**config.mk**
```make
export PLATFORM = sky130hd
export DESIGN_NAME = modchip_key_writer
export DESIGN_NICKNAME = d
export VERILOG_FILES = /design/src/rtl/modchip_pkg.sv /design/src/rtl/modchip_sync2.sv /design/src/rtl/modchip_key_writer.sv
export SDC_FILE = /design/constraint.sdc
export NUM_CORES = 1
export LEC_CHECK = 0
export ABC_AREA = 1
export CAP_MARGIN = 20
export CORE_UTILIZATION = 30
export CTS_BUF_LIST = sky130_fd_sc_hd__clkbuf_16
export DETAILED_ROUTE_END_ITERATION = 6
export SLEW_MARGIN = 25
export SYNTH_ARGS = -nofsm -noshare
export SYNTH_HDL_FRONTEND = slang
export SYNTH_HIERARCHICAL = 1
export SYNTH_SLANG_ARGS = --single-unit
```
**constraint.sdc**
```tcl
create_clock -name clk -period 3.1 [get_ports clk]
set_clock_uncertainty 0.15 [all_clocks]
set_input_delay 0.62 -clock clk [delete_from_list [all_inputs] [get_ports clk]]
set_output_delay 0.62 -clock clk [all_outputs]
set_load 0.03 [all_outputs]
```
**src/rtl/modchip_pkg.sv**
```systemverilog
`default_nettype none
// +-------------------------------------------------------------------------+
// | modchip_pkg : shared types and constants for the modchip key paths       |
// | Rev 1.0                                                                  |
// +-------------------------------------------------------------------------+
package modchip_pkg;

   localparam int FRAME_BITS = 9;
   localparam int BIT_IDX_W  = $clog2(FRAME_BITS);

   localparam logic [7:0] LED_GREEN   = 8'h0F;
   localparam logic [7:0] LED_RED     = 8'hF0;
   localparam logic [7:0] LED_OFF     = 8'h00;
   localparam logic [7:0] CORRECT_KEY = 8'h00;

   typedef enum logic [2:0] {
      IDLE     = 3'd0,
      LOAD     = 3'd1,
      SHIFT    = 3'd2,
      WAIT_ACK = 3'd3,
      DONE     = 3'd4,
      ERROR    = 3'd5
   } state_t;

   function automatic logic even_parity(input logic [7:0] b);
      return ^b;
   endfunction

endpackage
`default_nettype wire

```
**src/rtl/modchip_sync2.sv**
```systemverilog
`default_nettype none
// +-------------------------------------------------------------------------+
// | modchip_sync2 : two-flop synchroniser for asynchronous level inputs      |
// | Rev 1.0                                                                  |
// +-------------------------------------------------------------------------+
module modchip_sync2 (
   input  logic clk,
   input  logic rst,
   input  logic d,
   output logic q
);

   logic meta_q, meta_d;
   logic sync_q, sync_d;

   always_comb begin
      meta_d = d;
      sync_d = meta_q;
   end

   always_ff @(posedge clk or negedge rst) begin
      if (!rst) begin
         meta_q <= 1'b0;
         sync_q <= 1'b0;
      end else begin
         meta_q <= meta_d;
         sync_q <= sync_d;
      end
   end

   assign q = sync_q;

endmodule
`default_nettype wire

```
**src/rtl/modchip_key_writer.sv**
```systemverilog
`default_nettype none
// +-------------------------------------------------------------------------+
// | modchip_key_writer : serial key-byte transmitter with parity and retry   |
// | Optional LED status register: MODCHIP_WRITER_LED_EN         Rev 1.0      |
// +-------------------------------------------------------------------------+
module modchip_key_writer #(
   parameter int CLK_DIV     = 50,
   parameter int ACK_TIMEOUT = 1023,
   parameter int MAX_RETRY   = 3
) (
   input  logic       clk,
   input  logic       rst,
   input  logic       start,
   input  logic [7:0] key_in,
   output logic       uprocessor_dout,
   output logic       uprocessor_sclk,
   input  logic       uprocessor_ack,
   input  logic       uprocessor_nack,
   output logic       busy,
   output logic       done,
   output logic       error,
   output logic [7:0] led_out
);
   import modchip_pkg::*;

   localparam int DIV_W = $clog2(CLK_DIV);
   localparam int TMR_W = $clog2(ACK_TIMEOUT + 1);
   localparam int RTY_W = $clog2(MAX_RETRY + 1);

   localparam logic [DIV_W-1:0]     DIV_LAST = DIV_W'(CLK_DIV - 1);
   localparam logic [DIV_W-1:0]     DIV_HALF = DIV_W'(CLK_DIV / 2);
   localparam logic [TMR_W-1:0]     TMR_LAST = TMR_W'(ACK_TIMEOUT);
   localparam logic [RTY_W-1:0]     RTY_MAX  = RTY_W'(MAX_RETRY);
   localparam logic [BIT_IDX_W-1:0] BIT_LAST = BIT_IDX_W'(FRAME_BITS - 1);

   state_t                state_q, state_d;
   logic [7:0]            key_q, key_d;
   logic                  parity_q, parity_d;
   logic [FRAME_BITS-1:0] frame_q, frame_d;
   logic [BIT_IDX_W-1:0]  bit_idx_q, bit_idx_d;
   logic [DIV_W-1:0]      div_cnt_q, div_cnt_d;
   logic [TMR_W-1:0]      timer_q, timer_d;
   logic [RTY_W-1:0]      retry_q, retry_d;
   logic                  error_q, error_d;
   logic                  dout_q, dout_d;
   logic                  sclk_q, sclk_d;
   logic                  ack_s, nack_s;
   logic                  accept;

   modchip_sync2 u_sync_ack  (.clk(clk), .rst(rst), .d(uprocessor_ack),  .q(ack_s));
   modchip_sync2 u_sync_nack (.clk(clk), .rst(rst), .d(uprocessor_nack), .q(nack_s));

   assign accept = (state_q == IDLE) && start;

   always_ff @(posedge clk or negedge rst) begin
      if (!rst) begin
         state_q   <= IDLE;
         key_q     <= '0;
         parity_q  <= 1'b0;
         frame_q   <= '0;
         bit_idx_q <= '0;
         div_cnt_q <= '0;
         timer_q   <= '0;
         retry_q   <= '0;
         error_q   <= 1'b0;
         dout_q    <= 1'b0;
         sclk_q    <= 1'b0;
      end else begin
         state_q   <= state_d;
         key_q     <= key_d;
         parity_q  <= parity_d;
         frame_q   <= frame_d;
         bit_idx_q <= bit_idx_d;
         div_cnt_q <= div_cnt_d;
         timer_q   <= timer_d;
         retry_q   <= retry_d;
         error_q   <= error_d;
         dout_q    <= dout_d;
         sclk_q    <= sclk_d;
      end
   end

   always_comb begin
      state_d   = state_q;
      key_d     = key_q;
      parity_d  = parity_q;
      frame_d   = frame_q;
      bit_idx_d = bit_idx_q;
      div_cnt_d = div_cnt_q;
      timer_d   = timer_q;
      retry_d   = retry_q;
      error_d   = error_q;
      case (state_q)
         IDLE: begin
            if (accept) begin
               state_d  = LOAD;
               key_d    = key_in;
               parity_d = even_parity(key_in);
               retry_d  = '0;
               error_d  = 1'b0;
            end
         end
         LOAD: begin
            frame_d   = {parity_q, key_q};
            bit_idx_d = '0;
            div_cnt_d = '0;
            state_d   = SHIFT;
         end
         SHIFT: begin
            if (div_cnt_q == DIV_LAST) begin
               div_cnt_d = '0;
               if (bit_idx_q == BIT_LAST) begin
                  state_d = WAIT_ACK;
                  timer_d = '0;
               end else begin
                  bit_idx_d = bit_idx_q + 1'b1;
               end
            end else begin
               div_cnt_d = div_cnt_q + 1'b1;
            end
         end
         WAIT_ACK: begin
            // A simultaneous ack and nack is resolved as a nack.
            if (ack_s && !nack_s) begin
               state_d = DONE;
            end else if (nack_s || (timer_q == TMR_LAST)) begin
               if (retry_q < RTY_MAX) begin
                  retry_d = retry_q + 1'b1;
                  state_d = LOAD;
               end else begin
                  state_d = ERROR;
                  error_d = 1'b1;
               end
            end else begin
               timer_d = timer_q + 1'b1;
            end
         end
         DONE:    state_d = IDLE;
         ERROR:   state_d = IDLE;
         default: state_d = IDLE;
      endcase
   end

   // Line outputs are registered, so they trail the shift counters by a cycle.
   always_comb begin
      busy   = (state_q == LOAD) || (state_q == SHIFT) || (state_q == WAIT_ACK);
      done   = (state_q == DONE);
      error  = error_q;
      dout_d = (state_q == SHIFT) && frame_q[bit_idx_q];
      sclk_d = (state_q == SHIFT) && (div_cnt_q >= DIV_HALF);
   end

   assign uprocessor_dout = dout_q;
   assign uprocessor_sclk = sclk_q;

`ifdef MODCHIP_WRITER_LED_EN
   logic [7:0] led_q, led_d;

   always_comb begin
      led_d = led_q;
      if (accept || (state_d == ERROR)) begin
         led_d = LED_RED;
      end else if (state_d == DONE) begin
         led_d = LED_GREEN;
      end
   end

   always_ff @(posedge clk or negedge rst) begin
      if (!rst) begin
         led_q <= LED_OFF;
      end else begin
         led_q <= led_d;
      end
   end

   assign led_out = led_q;
`else
   assign led_out = LED_OFF;
`endif

endmodule
`default_nettype wire

```
==> summary.md <==
| Metric | Value |
|---|---|
| Starting DRT DRC Count | `132` |
| Synth top area cells | `dfrtp_1, nand2_1, nand3_1, inv_1, nor2_1` |
| WL per Instance | `10.9 um` |
| FMAX | `0.359 GHz` |
| DR vias/cell | `4.48` |
| Status | `finished clean` |
| Most used DFF post-synth | `dfrtp_1` |
| Row Count | `34` |
| H-tree depth | `2` |
| Root Driver | `clkbuf_16` |
| CTS sink cnt | `50` |
| Syn Inst Count | `349` |
| Count leader, synth | `nand2_1` |
| Period Utilization, post-route | `0.898` |
| First-pass GRT wire length | `8980 um` |
| Core box area | `8760 sq um` |
| Final setup viols | `0` |
| Commonest cells in the netlist | `nand2_1, dfrtp_1, inv_1, nor2_1, nand3_1` |
| Seq pwr share | `0.399` |
| Static leakage | `0.00152 uW` |
| Area grow syn2layout | `15.3%` |
| Die area | `9460 sq um` |
| Synthesized area per cell | `7.80 sq um` |
| Sw Share | `0.396` |
| Clock transition at path regs | `0.07 ns` |
| Final min period | `2.78 ns` |
| Asr flop ratio synth | `1.00` |
| Worst EP arrival | `2.01 ns` |
| CP startpoint kind | `flop` |
| Switching power total | `923 uW` |
| Sequential cell area | `1250 sq um` |
| Initial antenna violation count | `0` |
| Fin nets | `392` |
| Count of different cell masters after synthesis | `34` |
| Total Neg Setup Slack | `0 ns` |
| Fill count | `920` |
| CTS resizes | `0` |
| Number of global-route vias before repair | `2038` |
| DR pass1 iterations | `4` |
| Fin area | `3140 sq um` |
| Post-synth top area share | `0.459` |
| Multi-input logic area | `1270 sq um` |
| Clock buffer count from CTS | `5` |
| Die Ht | `97.3 um` |
| CTS hold repair buffers | `0` |
| Total GRT Usage | `0.115` |
| Yosys warns | `6` |
| Final worst slack | `0.316 ns` |
| Req. time, crit path | `2.33 ns` |
| Slew Viols, Final | `0` |
| DP Cell Count | `473` |
| Crit path max fanout | `8` |
| Fin. Hold Viols | `0` |
| Kind of critical path | `flop to output pin` |
| ANT cells | `0` |
| Clk Latency, worst-skew pair | `0.28 ns` |
| Maximum VDD drop | `290 uV` |
| Share of cells above drive strength 1 | `0.0941` |
| Final ANT Viol Nets | `0` |
| Placed cell area | `3000 sq um` |
| Die W | `97.3 um` |
| Sequential area share after synthesis | `0.459` |
| Post CTS Setup Buffer Count | `0` |
| Synthesized area | `2720 sq um` |
| Max Cap Viol | `0` |
| Detailed Place HPWL | `3920 um` |
| CTS tree | `built` |
| Placement Setup Slack | `0.621 ns` |
| Post-synth EDFFs | `0` |
| # DRC | `0` |
| Post-route insts no fill | `480` |
| Routed vias | `2150` |
| Dominant cell type by area after synthesis | `dfrtp_1` |
| Critical Path End Type | `output pin` |
| Worst reg2reg path depth | `9` |
| Largest net degree at the start of global routing | `20` |
| # port buffers | `17` |
| Final wirelength | `5210 um` |
| GRT Residual Overflow | `0` |
| Pwr/cell area | `742 nW/um^2` |
| Final Wtd Congestion | `0.794` |
| Initial Utilization | `0.311` |
| RSZ-0062 raised after global routing | `false` |
| Combinational power share | `0.373` |
| Clk pwr share | `0.228` |
| Post-synthesis register bit count | `50` |
| Internal Pwr Total | `1410 uW` |
| CTS max path bufs | `2` |
| Boundary Pins | `26` |
| Hold crit path type | `primary input to async pin` |
[logic make-up after synthesis]
logic type / share of synthesized area
other: 0.00138
flip-flops: 0.459
adder cells (fa/ha/maj): 0.0322
multiplexers: 0.00413
AO/OA/AOI/OAI: 0.0795
AND/OR/NAND/NOR: 0.308
buffers and inverters: 0.0831
XOR/XNOR: 0.0322
[power groups by stage]
stage	clock [uW]	combinational, uW	sequential (uW)
global route	578	993	954
floorplan	0	662	920
global placement	0	850	938
CTS	547	878	930
finish	530	870	930
detailed placement	0	871	941
[stage by stage]
| stage | utilization | hold slack [ns] | power [uW] |
|---|---|---|---|
| 3_5_place_dp | 0.342 | 0.185 | 1810 |
| 5_1_grt | 0.358 | 0.0960 | 2520 |
| 3_3_place_gp | 0.342 | 0.183 | 1790 |
| 2_1_floorplan | - | 0.174 | 1580 |
| 6_report | 0.358 | 0.0783 | 2330 |
| 4_1_cts | 0.358 | 0.0909 | 2350 |
[per-layer routing]
layer / up-vias / part of all wire / GRT usage
met5: - / 0 / 0
met4: 0 / 0.0088 / 0.0396
met3: 4 / 0.038 / 0.0237
met2: 43 / 0.44 / 0.178
met1: 972 / 0.51 / 0.161
li1: 1131 / - / -
[registers in the layout (all words and copies together), names as in the netlist, 2 cells and up]
name / flops
key_q: 8
timer_q: 10
retry_q: 2
state_q: 3
frame_q: 9
bit_idx_q: 4
div_cnt_q: 6
[worst max-delay path: stages, from the launching register on]
cell             delay (ns)
dfrtp_1                0.39
inv_2                  0.07
nor2_1                 0.17
nand2_2                0.13
nand2_2                0.17
inv_2                  0.07
nand2_1                0.07
clkdlybuf4s50_1        0.67
[layout by cell type (no fill, tap or decap)]
| cell | Yosys | layout |
|---|---|---|
| o22ai_1 | 2 | 2 |
| nor3b_1 | 2 | 2 |
| clkdlybuf4s50_1 | 0 | 16 |
| o211ai_1 | 1 | 1 |
| nor2_1 | 30 | 30 |
| o21ai_0 | 16 | 16 |
| ha_1 | 7 | 7 |
| clkinv_2 | 0 | 1 |
| xnor2_1 | 4 | 4 |
| a21oi_1 | 10 | 10 |
| o21ai_4 | 1 | 1 |
| nand2_1 | 108 | 108 |
| o21a_1 | 1 | 1 |
| nand2_2 | 5 | 5 |
| inv_1 | 35 | 35 |
| o21ai_1 | 4 | 4 |
| conb_1 | 1 | 8 |
| mux2_2 | 1 | 1 |
| o31ai_1 | 1 | 1 |
| xor2_1 | 6 | 6 |
| buf_4 | 8 | 3 |
| nand3_2 | 2 | 2 |
| nand3_1 | 27 | 27 |
| nor3_1 | 1 | 1 |
| nand4_1 | 5 | 5 |
| nand2_4 | 2 | 2 |
| dfrtp_1 | 50 | 50 |
| inv_6 | 0 | 1 |
| nor2_4 | 2 | 2 |
| buf_2 | 1 | 1 |
| inv_2 | 6 | 6 |
| nand3b_1 | 1 | 1 |
| or2_2 | 1 | 1 |
| o21bai_1 | 1 | 1 |
| a21boi_1 | 1 | 1 |
| nor2_2 | 4 | 4 |
| clkbuf_16 | 0 | 5 |
[worst paths after layout]
check,from,slack (ns),endpoint
setup reg to reg,div_cnt_q[1],1.17,timer_q[9]
setup / recovery,state_q[1],0.32,busy
max in group asynchronous,rst,2.15,timer_q[6]
hold reg to reg,u_sync_nack/meta_q,0.20,u_sync_nack/q
hold / removal,rst,0.08,timer_q[0]
min in group clk,u_sync_nack/meta_q,0.20,u_sync_nack/q
[cell type report]
class                           instances  area share
Timing Repair Buffer                   20      0.0598
Clock inverter                          2     0.00438
Sequential cell                        50       0.399
Tap cell                              108      0.0430
Clock buffer                            5      0.0399
Multi-Input combinational cell        254       0.405
Inverter                               41      0.0490
Power figures use the tool's default switching activity.
